--- src/rtl/flags_unit.sv ---
// rtl/flags_unit.sv - NZCV condition-flag producer with LATENCY-deep pipeline and flags register.
// Optional shadow save/restore enabled by defining FLAGS_SAVE_EN.
module flags_unit #(
  parameter int WIDTH   = 32,
  parameter int LATENCY = 2
) (
  input  logic             clk,
  input  logic             rst_n,
  input  logic             op_valid,
  input  logic             op_set_flags,
  input  logic [1:0]       op_kind,
  input  logic [WIDTH-1:0] operand_a,
  input  logic [WIDTH-1:0] operand_b,
  input  logic [WIDTH-1:0] result,
  input  logic             shift_carry,
  input  logic             flush,
  input  logic             save_req,
  input  logic             restore_req,
  output logic [3:0]       flags,
  output logic             flags_busy,
  output logic             flags_commit
);
  localparam int NSTG = (LATENCY > 1) ? LATENCY - 1 : 1;
  localparam int MSB  = WIDTH - 1;

  // Entry layout: {Z, C, N, V, is_logic}; is_logic defers V to the commit edge.
  logic             accept;
  logic [4:0]       entry;
  logic [WIDTH:0]   sum;
  logic [WIDTH:0]   diff;
  logic [WIDTH-1:0] r;
  logic             c_bit;
  logic             v_bit;

  always_comb begin
    accept = op_valid && op_set_flags && (op_kind != 2'b11);
    sum    = {1'b0, operand_a} + {1'b0, operand_b};
    diff   = {1'b0, operand_a} + {1'b0, ~operand_b} + {{WIDTH{1'b0}}, 1'b1};
    r      = result;
    c_bit  = shift_carry;
    v_bit  = 1'b0;
    case (op_kind)
      2'b01: begin
        r     = sum[WIDTH-1:0];
        c_bit = sum[WIDTH];
        v_bit = (operand_a[MSB] == operand_b[MSB]) && (sum[MSB] != operand_a[MSB]);
      end
      2'b10: begin
        r     = diff[WIDTH-1:0];
        c_bit = diff[WIDTH];
        v_bit = (operand_a[MSB] != operand_b[MSB]) && (diff[MSB] != operand_a[MSB]);
      end
      default: ;
    endcase
    entry = {(r == '0), c_bit, r[MSB], v_bit, (op_kind == 2'b00)};
  end

  logic [NSTG-1:0] stg_valid;
  logic [NSTG-1:0] valid_next;
  logic [4:0]      stg_data [NSTG];
  logic            cm_valid;
  logic [4:0]      cm_data;

  always_comb begin
    valid_next[0] = accept && !flush;
    for (int i = 1; i < NSTG; i++) valid_next[i] = stg_valid[i-1] && !flush;
  end

  generate
    if (LATENCY == 1) begin : g_direct
      assign cm_valid = accept;
      assign cm_data  = entry;
    end else begin : g_piped
      assign cm_valid = stg_valid[NSTG-1];
      assign cm_data  = stg_data[NSTG-1];
    end
  endgenerate

  logic       do_commit;
  logic [3:0] new_flags;
  logic       restore_hit;

  assign do_commit = cm_valid && !flush;
  assign new_flags = {cm_data[4:2], cm_data[0] ? flags[0] : cm_data[1]};

`ifdef FLAGS_SAVE_EN
  logic [3:0] shadow;
  assign restore_hit = restore_req;

  always_ff @(posedge clk or negedge rst_n) begin
    if (!rst_n) shadow <= 4'b0000;
    else if (save_req) shadow <= flags;
  end
`else
  logic unused_save_ports;
  assign unused_save_ports = save_req | restore_req;
  assign restore_hit       = 1'b0;
`endif

  always_ff @(posedge clk or negedge rst_n) begin
    if (!rst_n) begin
      stg_valid    <= '0;
      for (int i = 0; i < NSTG; i++) stg_data[i] <= 5'b0;
      flags        <= 4'b0000;
      flags_busy   <= 1'b0;
      flags_commit <= 1'b0;
    end else begin
      stg_valid   <= valid_next;
      stg_data[0] <= entry;
      for (int i = 1; i < NSTG; i++) stg_data[i] <= stg_data[i-1];
      flags_busy  <= (LATENCY > 1) && (|valid_next);
      flags_commit <= do_commit && !restore_hit;
`ifdef FLAGS_SAVE_EN
      if (restore_hit) flags <= shadow;
      else if (do_commit) flags <= new_flags;
`else
      if (do_commit) flags <= new_flags;
`endif
    end
  end
endmodule
--- config.mk ---
export PLATFORM = sky130hd
export DESIGN_NAME = flags_unit
export DESIGN_NICKNAME = d
export VERILOG_FILES = /design/src/rtl/flags_unit.sv
export SDC_FILE = /design/constraint.sdc
export NUM_CORES = 1
export LEC_CHECK = 0
export CORE_ASPECT_RATIO = 0.9
export CORE_MARGIN = 10
export CORE_UTILIZATION = 57
export CTS_BUF_LIST = sky130_fd_sc_hd__clkbuf_16
export CTS_CLUSTER_SIZE = 40
export DETAILED_ROUTE_END_ITERATION = 7
export PLACE_DENSITY = 0.92
export SYNTH_ARGS = -nofsm -noshare
export SYNTH_HDL_FRONTEND = slang
export SYNTH_SLANG_ARGS = --single-unit
--- constraint.sdc ---
create_clock -name clk -period 2 [get_ports clk]
set_clock_uncertainty 0.15 [all_clocks]
set_input_delay 0.3 -clock clk [delete_from_list [all_inputs] [get_ports clk]]
set_output_delay 0.3 -clock clk [all_outputs]
set_load 0.01 [all_outputs]
==> results by group, run 1 <==
Logic synthesis
  • Gate Count Post-Synth: 676
  • Sequential fraction of the synthesis area: around 5.6%
  • Share of the synthesized area in the top cell type: 17.7%
  • Combined area of all synthesized cells: 4880 sq um
  • Net count after synthesis: ~850
  • Synthesized area divided by synthesized cell count: 7.22 sq um
  • Most instantiated library cell after synthesis: sky130_fd_sc_hd__inv_1
  • Synthesis-stage register bit count: 11
  • Cell type with the highest aggregate area in the netlist: sky130_fd_sc_hd__ha_1
  • Primary FF master, synth: sky130_fd_sc_hd__dfrtp_1
  • Warning count from the yosys run: 0
  • Share of synthesized flip-flops with an asynchronous set or reset: 100%
  • Number of enable-type register cells in the synthesized netlist: 0
  • List of most frequent post-synthesis cells: 76 x sky130_fd_sc_hd__inv_1, 69 x sky130_fd_sc_hd__ha_1, 66 x sky130_fd_sc_hd__a21oi_1
  • Cell types with the largest area share after synthesis: sky130_fd_sc_hd__ha_1 18%, sky130_fd_sc_hd__a21oi_1 6.8%, sky130_fd_sc_hd__inv_1 5.8%, sky130_fd_sc_hd__dfrtp_1 5.6%, sky130_fd_sc_hd__nand2_1 3.8%
  • Count of different cell masters after synthesis: 96

Placed design
  • Final HPWL from detailed placement: 19200 microns
  • Count of input and output buffers: approximately 110
  • Global placement routability congestion: around 1.1
  • Cell count after placement: 1077

CTS
  • Total number of H-tree levels: 1
  • Cell at the root of the clock tree: sky130_fd_sc_hd__clkbuf_16
  • Maximum buffer depth of the clock tree: 2
  • Cells resized by post-CTS repair: 312
  • Post CTS Setup Buffer Count: 43
  • Clock buffers created by TritonCTS: 3
  • Hold-fix buffers at CTS: 0
  • Count of clock tree sinks: 11

Floorplan
  • I/O pins: ~110
  • Row Count: 31
  • X dimension of the die: roughly 120 microns
  • Starting Density: a little under 60%
  • Die Y: approximately 110 microns

Status
  • Result of the run: aborted with a tool error
  • Exit stage: clock tree synthesis
  • Stop err: [ERROR DPL-0038] Utilization greater than 100%, impossible to legalize
==> stage by stage <==
stage	hold WS, ns	utilization (%)	worst slack [ns]	area, sq um
2_1_floorplan	-0.146	-	-1.01	4970
3_3_place_gp	0.314	92.8	-1.76	7590
3_5_place_dp	0.332	92.8	-2.03	7590
==> logic make-up after synthesis <==
family | share of synthesized area [%]
mux | 3.05
flops | 5.64
compound gates | 35.6
buf+inv | 9.38
xor+xnor | 4.67
simple gates | 23.1
fa+ha+maj | 18.5
==> run 2, diff against run 1 <==
==> config.mk (replaced) <==
export PLATFORM = sky130hd
export DESIGN_NAME = flags_unit
export DESIGN_NICKNAME = d
export VERILOG_FILES = /design/src/rtl/flags_unit.sv
export SDC_FILE = /design/constraint.sdc
export NUM_CORES = 1
export LEC_CHECK = 0
export CORE_MARGIN = 10
export CORE_UTILIZATION = 40
export DETAILED_ROUTE_END_ITERATION = 7
export PLACE_DENSITY_LB_ADDON = 0.15
export SYNTH_ARGS = -nofsm -noshare
export SYNTH_HDL_FRONTEND = slang
export SYNTH_SLANG_ARGS = --single-unit
==> run 2 against run 1 <==
  * The flow now finishes, with violations (setup timing)
  * Synthesized cell count unchanged
  * Synthesized area unchanged
==> results by group, run 2 <==
CTS
  • CTS tree: built
  • Insertion delay of the later-clocked pin in the worst-skew pair: around 0.24 ns
  • Count of clock tree sinks: 11 (unchanged)
  • Clock buffers created by TritonCTS: 3 (unchanged)
  • Total number of H-tree levels: 1 (unchanged)
  • Clock transition at the registers of the reported paths: 0.05 ns
  • Cell at the root of the clock tree: sky130_fd_sc_hd__clkbuf_16
  • Maximum buffer depth of the clock tree: 2 (unchanged)

Global routing
  • Met2 usage in global routing: 40.8%
  • Wire length of the first global-routing pass: 31700 microns
  • M3 GR Usage: 1.73%
  • Met1 Track Usage GR: 27.0%
  • Global routing usage summed across all routing layers: between 20 and 25%
  • Global-route layer with the greatest usage: met2
  • Initial antenna violation count: 0
  • Overflow left after global routing: 0
  • Maximum number of pins on one net before global-route repair: 13
  • Number of global-route vias before repair: roughly 6700

Logic synthesis
  • Synthesized area divided by synthesized cell count: 7.22 sq um (unchanged)
  • Share of the synthesized area in the top cell type: 17.7% (unchanged)
  • Cell type with the highest aggregate area in the netlist: sky130_fd_sc_hd__ha_1
  • Number of enable-type register cells in the synthesized netlist: 0 (unchanged)
  • List of most frequent post-synthesis cells: 76 x sky130_fd_sc_hd__inv_1, 69 x sky130_fd_sc_hd__ha_1, 66 x sky130_fd_sc_hd__a21oi_1
  • Count of different cell masters after synthesis: 96 (unchanged)
  • Primary FF master, synth: sky130_fd_sc_hd__dfrtp_1
  • Cell types with the largest area share after synthesis: sky130_fd_sc_hd__ha_1 18%, sky130_fd_sc_hd__a21oi_1 6.8%, sky130_fd_sc_hd__inv_1 5.8%, sky130_fd_sc_hd__dfrtp_1 5.6%, sky130_fd_sc_hd__nand2_1 3.8%
  • Sequential fraction of the synthesis area: 5.64% (unchanged)
  • Gate Count Post-Synth: 676 (unchanged)
  • Share of synthesized flip-flops with an asynchronous set or reset: 100% (unchanged)
  • Net count after synthesis: 853 (unchanged)
  • Warning count from the yosys run: 0 (unchanged)
  • Combined area of all synthesized cells: 4880 sq um (unchanged)
  • Synthesis-stage register bit count: 11 (unchanged)
  • Most instantiated library cell after synthesis: sky130_fd_sc_hd__inv_1

Status
  • Result of the run: finished, violations left
  • Violated checks: setup timing

STA
  • Peak clock frequency supported by timing: 312 MHz
  • Part of the cycle the worst path needs: 160%
  • Setup repair after global routing missed its margin: true
  • Setup Total Neg Slack: -4.48 ns
  • Setup-violating endpoint count in the final report: 4
  • Final Hold Viols: 0
  • Transition time at the pin with the least slew margin: 0.545 ns
  • Final-report max-slew violation count: 0
  • Final worst path period need: 3.21 ns
  • Remaining max-slew budget at the tightest pin: 63.6%
  • Worst-case setup margin in the final layout: -1.21 ns

Finish
  • Antenna diode instance count: 0
  • Relative area change from synthesis to final layout: 82.0%
  • Final nets: about 1200
  • Largest register FFs: 5
  • Design Area, Final: just under 9000 sq um
  • Highest-count cells in the layout ignoring fill and taps: 255 x sky130_fd_sc_hd__buf_4, 56 x sky130_fd_sc_hd__clkdlybuf4s50_1, 47 x sky130_fd_sc_hd__inv_1, 47 x sky130_fd_sc_hd__a21oi_1, 46 x sky130_fd_sc_hd__nand2_1
  • Commonest non-fill, non-tap cell in the layout: sky130_fd_sc_hd__buf_4
  • Fraction of layout cells with a size suffix above 1: between 40% and 50%
  • Non-filler instance count after layout: approximately 1200

Setup path
  • Worst Reg-to-Reg Cells: 3
  • Category of the most critical setup path: input port to register
  • Worst setup path end: cm_data[4]
  • Crit path required time: roughly 2.0 ns
  • Type of destination of the critical path: register
  • End of the worst register-to-register path: flags[3]
  • Category of the worst setup path launch point: input port
  • Source of the critical timing path: operand_a[1]
  • Critical path peak fanout: 2
  • Flop-to-flop setup slack: 0.70 ns
  • Crit path arrival time: 3.24 ns
  • Reg-to-Reg Start: cm_valid

Placed design
  • Dpl cell area: 7760 sq um (+2.3%)
  • Global placement routability congestion: 0.968 (-13%)
  • Cell count after placement: 1125 (+4.5%)
  • Final HPWL from detailed placement: 16000 microns (-17%)
  • Count of input and output buffers: 109 (unchanged)

Detailed routing
  • DR iter-0 viols: approximately 490
  • Residual DRC: 0
  • Via count: 6552
  • Routed Wire Length: 20300 microns
  • Average vias per placed instance: 5.59
  • Detail-routed net length per standard cell: approximately 17 microns
  • Number of nets with antenna violations after routing: 0
  • DRT Pass-1 Iters: 5

Power
  • Leak pwr: 0.00408 uW
  • Total power per unit cell area: 378 nW/um^2
  • Peak supply drop: 0.210 mV

Floorplan
  • Row Count: 40 (+29%)
  • Starting Density: 40.8% (-19 points)
  • I/O pins: 112 (unchanged)
  • X dimension of the die: 130 microns (+11%)
  • Die footprint: 17000 sq um
  • Core region area: 12000 sq um
  • Die Y: 130 microns (+21%)

Job
  • Max-cap check violation count: 0

Min path
  • Path category of the worst min-delay check: input port to async pin
==> run 2: cell families (layout without fill, tap and decap cells) <==
kind of cell | count (synthesis) | in the layout | synth area share (%)
flip-flops | 11 | 11 | 5.64
AO/OA/AOI/OAI | 231 | 231 | 35.6
adder cells (fa/ha/maj) | 71 | 71 | 18.5
buffers and inverters | 109 | 458 | 9.38
multiplexers | 14 | 14 | 3.05
AND/OR/NAND/NOR | 214 | 214 | 23.1
XOR/XNOR | 26 | 26 | 4.67
==> run 2: stage by stage <==
step | total power [uW] | hold WS, ns | worst slack, ns | utilization [%]
after global placement | 2530 | 0.311 | -1.75 | 64.9
final | 3360 | 0.267 | -1.21 | 74.2
after global routing | 3580 | 0.299 | -1.37 | 74.2
after CTS | 3170 | 0.273 | -1.38 | 70.9
after detailed placement | 2570 | 0.317 | -1.84 | 64.9
after floorplan | 1480 | -0.146 | -1.01 | -
==> run 2: per-layer routing <==
metal | wire (microns) | vias up
met5 | 0 | -
met4 | 493 | 0
met3 | 902 | 46
met2 | 10300 | 221
met1 | 8590 | 3103
li1 | - | 3182
==> run 2: worst max-delay path: stages <==
cell	delay, ns
sky130_fd_sc_hd__dlygate4sd2_1	0.25
sky130_fd_sc_hd__buf_4	0.15
sky130_fd_sc_hd__ha_4	0.26
sky130_fd_sc_hd__nor2b_2	0.05
sky130_fd_sc_hd__o311ai_4	0.32
sky130_fd_sc_hd__buf_4	0.18
sky130_fd_sc_hd__nand2_2	0.06
sky130_fd_sc_hd__a41oi_2	0.23
sky130_fd_sc_hd__xnor2_2	0.11
sky130_fd_sc_hd__nor4_2	0.25
sky130_fd_sc_hd__nand4_1	0.15
sky130_fd_sc_hd__o41ai_2	0.33
sky130_fd_sc_hd__o2111ai_2	0.16
sky130_fd_sc_hd__a211oi_2	0.20
sky130_fd_sc_hd__and4_1	0.21
==> run 2: worst min path at each step <==
stage,from,to,slack [ns],cells after the start
detailed placement,cm_data[3],flags[2],0.32,1
global route,rst_n,flags[0],0.30,1
finish,rst_n,flags[0],0.27,1
CTS,rst_n,flags[0],0.27,1
floorplan,rst_n,cm_data[0],-0.15,0
global placement,cm_data[3],flags[2],0.31,1
==> run 2: repair_timing <==
| action | CTS | global route |
|---|---|---|
| hold buffers | 0 | 0 |
| pin swaps | 43 | 66 |
| cloned | 0 | 0 |
| setup endpoints to repair | 4 | 4 |
| setup buffers | 23 | 20 |
| resized for setup | 136 | 95 |
==> run 2: power breakdown <==
group / switching (uW) / total, uW / internal (uW)
clock network: 99.8 / 368 / 268
registers: 8.51 / 255 / 246
logic: 1310 / 2730 / 1430
total: 1420 / 3360 / 1940
==> run 2: final cells by class <==
| cell class | instances | area, sq um |
|---|---|---|
| Clock buffer | 4 | 78.8 |
| Multi-Input combinational cell | 556 | 4890 |
| Tap cell | 147 | 184 |
| Timing Repair Buffer | 376 | 3150 |
| Sequential cell | 11 | 275 |
| Fill cell | 936 | 3080 |
| Inverter | 78 | 310 |
No activity file was read; power rests on OpenSTA's default activity.
==> run 3, diff against run 2 <==
--- a/config.mk
+++ b/config.mk
@@ -9,6 +9,8 @@
 export CORE_UTILIZATION = 40
 export DETAILED_ROUTE_END_ITERATION = 7
 export PLACE_DENSITY_LB_ADDON = 0.15
+export SKIP_CTS_REPAIR_TIMING = 1
 export SYNTH_ARGS = -nofsm -noshare
 export SYNTH_HDL_FRONTEND = slang
 export SYNTH_SLANG_ARGS = --single-unit
+export TNS_END_PERCENT = 20
==> run 3 against run 2 <==
  * Combinational power up 1%
  * Via count up 0.89%
  * Highest routed layer unchanged
  * Largest power group unchanged
  * Setup slack worse by 0.083 ns
  * Sequential power up 2%
  * Routed wire length up 5.8%
  * Maximum frequency down 2.5%
  * The flow still finishes with violations (setup timing)
  * Sequential share of layout area about the same
  * Hold slack worse by 0.0067 ns
  * Total power up 1.7%
==> results by group, run 3 (synthesis gave the netlist of run 2 again) <==
CTS
  • Total number of H-tree levels: 1 (unchanged)
  • Count of clock tree sinks: 11 (unchanged)
  • Cell at the root of the clock tree: sky130_fd_sc_hd__clkbuf_16
  • Clock transition at the registers of the reported paths: 0.05 ns (about the same)
  • Clock buffers created by TritonCTS: 3 (unchanged)
  • Maximum buffer depth of the clock tree: 2 (unchanged)
  • CTS tree: built
  • Insertion delay of the later-clocked pin in the worst-skew pair: 0.25 ns (about the same)

Detailed routing
  • Routed Wire Length: 21500 microns (+5.8%)
  • Via count: 6610 (+0.89%)
  • Detail-routed net length per standard cell: 18.4 microns (+6.0%)
  • DR iter-0 viols: 444 (-8.6%)
  • Average vias per placed instance: 5.65 (+1.1%)
  • DRT Pass-1 Iters: 5 (unchanged)
  • Number of nets with antenna violations after routing: 0 (unchanged)
  • Residual DRC: 0 (unchanged)

Global routing
  • Initial antenna violation count: 0 (unchanged)
  • Wire length of the first global-routing pass: 31200 microns (-1.8%)
  • Global routing usage summed across all routing layers: 22.1% (-0.11 points)
  • Overflow left after global routing: 0 (unchanged)
  • Number of global-route vias before repair: 6557 (-1.8%)
  • Maximum number of pins on one net before global-route repair: 13 (unchanged)

Status
  • Violated checks: setup timing
  • Result of the run: finished, violations left

STA
  • Setup-violating endpoint count in the final report: 4 (unchanged)
  • Transition time at the pin with the least slew margin: 0.540 ns (-0.00524 ns)
  • Worst-case setup margin in the final layout: -1.29 ns (-0.0831 ns)
  • Part of the cycle the worst path needs: 165% (+4.2 points)
  • Final worst path period need: 3.29 ns (+0.0831 ns)
  • Remaining max-slew budget at the tightest pin: 63.9% (+0.35 points)
  • Setup repair after global routing missed its margin: true
  • Final-report max-slew violation count: 0 (unchanged)
  • Final Hold Viols: 0 (unchanged)
  • Peak clock frequency supported by timing: 304 MHz (-2.5%)

Placed design
  • Global placement routability congestion: 0.927 (-4.3%)
  • Count of input and output buffers: 109 (unchanged)
  • Final HPWL from detailed placement: 16900 microns (+5.5%)

Power
  • Total power per unit cell area: 381 nW/um^2 (+0.79%)
  • Total power of the final layout: 3410 uW (+1.7%)
  • Net switching power: 1470 uW (+3.7%)
  • Cell internal pwr: 1940 uW (+0.17%)
  • Combinational share of power: 81.2% (-0.3 points)
  • Relative contribution of sequential cells to total power: 7.6% (about the same)
  • Net switching fraction of the power: 43.0% (+0.84 points)
  • Leak pwr: 0.00433 uW (+6.1%)
  • Peak supply drop: 0.442 mV (+110%)
  • Clock network fraction of design power: 11.2% (+0.2 points)

Setup path
  • Type of destination of the critical path: register
  • Crit path arrival time: 3.32 ns (+0.08 ns)
  • Critical path peak fanout: 2 (unchanged)
  • Category of the worst setup path launch point: input port
  • Reg-to-Reg Start: cm_valid
  • Category of the most critical setup path: input port to register
  • Crit path required time: 2.03 ns (about the same)
  • Source of the critical timing path: operand_a[1]

Finish
  • Total of fill cells in the finished design: 868 (-7.3%)
  • Core occupancy in the finished layout: 74.9% (+0.64 points)
  • Relative area change from synthesis to final layout: 83.5%
  • Highest-count cells in the layout ignoring fill and taps: 257 x sky130_fd_sc_hd__buf_4, 56 x sky130_fd_sc_hd__clkdlybuf4s50_1, 55 x sky130_fd_sc_hd__a21oi_1, 49 x sky130_fd_sc_hd__inv_1, 49 x sky130_fd_sc_hd__dlymetal6s2s_1
  • Fraction of layout cells with a size suffix above 1: 42.7% (-1.6 points)
  • Area of the multi-input gates: 4870 sq um (-0.26%)
  • Final nets: 1201 (-0.17%)
  • Largest register FFs: 5 (unchanged)
  • Flip-flop and latch area: 275 sq um (unchanged)
  • Commonest non-fill, non-tap cell in the layout: sky130_fd_sc_hd__buf_4
  • Antenna diode instance count: 0 (unchanged)

Job
  • Max-cap check violation count: 0 (unchanged)

Floorplan
  • I/O pins: 112 (unchanged)
  • Starting Density: 40.8% (unchanged)
  • Die Y: 130 microns (unchanged)
  • Row Count: 40 (unchanged)
  • Die footprint: 17000 sq um (unchanged)
  • Core region area: 12000 sq um (unchanged)
  • X dimension of the die: 130 microns (unchanged)

Min path
  • Path category of the worst min-delay check: input port to async pin
==> run 3: cell count changes in the layout (fill, tap and decap cells not counted), sizes merged, moves of 2 or more <==
cell and delta:
dlymetal6s2s +32, buf -2, dlygate4sd2 -20, clkbuf -4
clkdlybuf4s15 -9
==> run 3: critical path: stages <==
cell	delay (ns)
sky130_fd_sc_hd__clkbuf_2	0.11
sky130_fd_sc_hd__buf_6	0.13
sky130_fd_sc_hd__ha_4	0.28
sky130_fd_sc_hd__nor2b_4	0.05
sky130_fd_sc_hd__o311ai_4	0.35
sky130_fd_sc_hd__buf_4	0.18
sky130_fd_sc_hd__nand2_2	0.05
sky130_fd_sc_hd__a41oi_2	0.31
sky130_fd_sc_hd__xnor2_2	0.14
sky130_fd_sc_hd__nor4_2	0.22
sky130_fd_sc_hd__nand4_1	0.18
sky130_fd_sc_hd__o41ai_4	0.36
sky130_fd_sc_hd__o2111ai_2	0.21
sky130_fd_sc_hd__a211oi_2	0.24
sky130_fd_sc_hd__and4_1	0.21
==> run 3: stage by stage <==
stage	hold WS (ns)	worst slack (ns)	std cells	TNS, ns	instance area, sq um
CTS	0.280	-1.69	1142	-6.37	7870
global placement	0.309	-1.84	1138	-7.04	7790
detailed placement	0.328	-1.93	1138	-7.29	7790
finish	0.260	-1.29	1170	-4.76	8960
global route	0.302	-1.41	1170	-5.25	8960
floorplan	-0.146	-1.02	676	-3.86	4900
==> run 3: power groups by stage <==
stage,sequential [uW],combinational (uW),clock (uW)
6_report,259,2770,381
5_1_grt,261,2970,405
4_1_cts,259,2350,381
3_5_place_dp,262,2330,0
3_3_place_gp,259,2300,0
2_1_floorplan,265,1190,0
==> run 3: worst paths after layout <==
check	to	slack, ns	cells past startpoint
max	cm_data[4]	-1.29	15
min	cm_data[3]	0.26	1
max reg2reg	flags[0]	0.70	3
min reg2reg	flags[1]	0.35	1
max in group asynchronous	flags[2]	1.08	1
min in group clk	flags[1]	0.35	1
==> run 3: routing by layer <==
| layer | wire [microns] | vias to the layer above | GRT usage [%] |
|---|---|---|---|
| met5 | 0 | - | 0 |
| met4 | 597 | 0 | 4.97 |
| met3 | 1030 | 38 | 3.34 |
| met2 | 10800 | 212 | 40.3 |
| met1 | 9090 | 3189 | 26.6 |
| li1 | - | 3171 | - |
==> run 3: layout make-up <==
cell class | count | share of cell area, %
timing repair buffer | 374 | 36.2
multi-input combinational | 556 | 54.4
sequential | 11 | 3.07
clock buffer | 3 | 0.838
clock inverter | 1 | 0.0559
inverter | 78 | 3.42
tap | 147 | 2.05
==> run 4, diff against run 3 <==
--- a/config.mk
+++ b/config.mk
@@ -5,10 +5,13 @@
 export SDC_FILE = /design/constraint.sdc
 export NUM_CORES = 1
 export LEC_CHECK = 0
+export CAP_MARGIN = 20
 export CORE_MARGIN = 10
 export CORE_UTILIZATION = 40
 export DETAILED_ROUTE_END_ITERATION = 7
+export HOLD_SLACK_MARGIN = 0.03
 export PLACE_DENSITY_LB_ADDON = 0.15
+export SETUP_SLACK_MARGIN = 0.3
 export SKIP_CTS_REPAIR_TIMING = 1
 export SYNTH_ARGS = -nofsm -noshare
 export SYNTH_HDL_FRONTEND = slang
==> results of run 4 <==
Same layout as run 3: the final DEF is identical, and so are final timing and power.
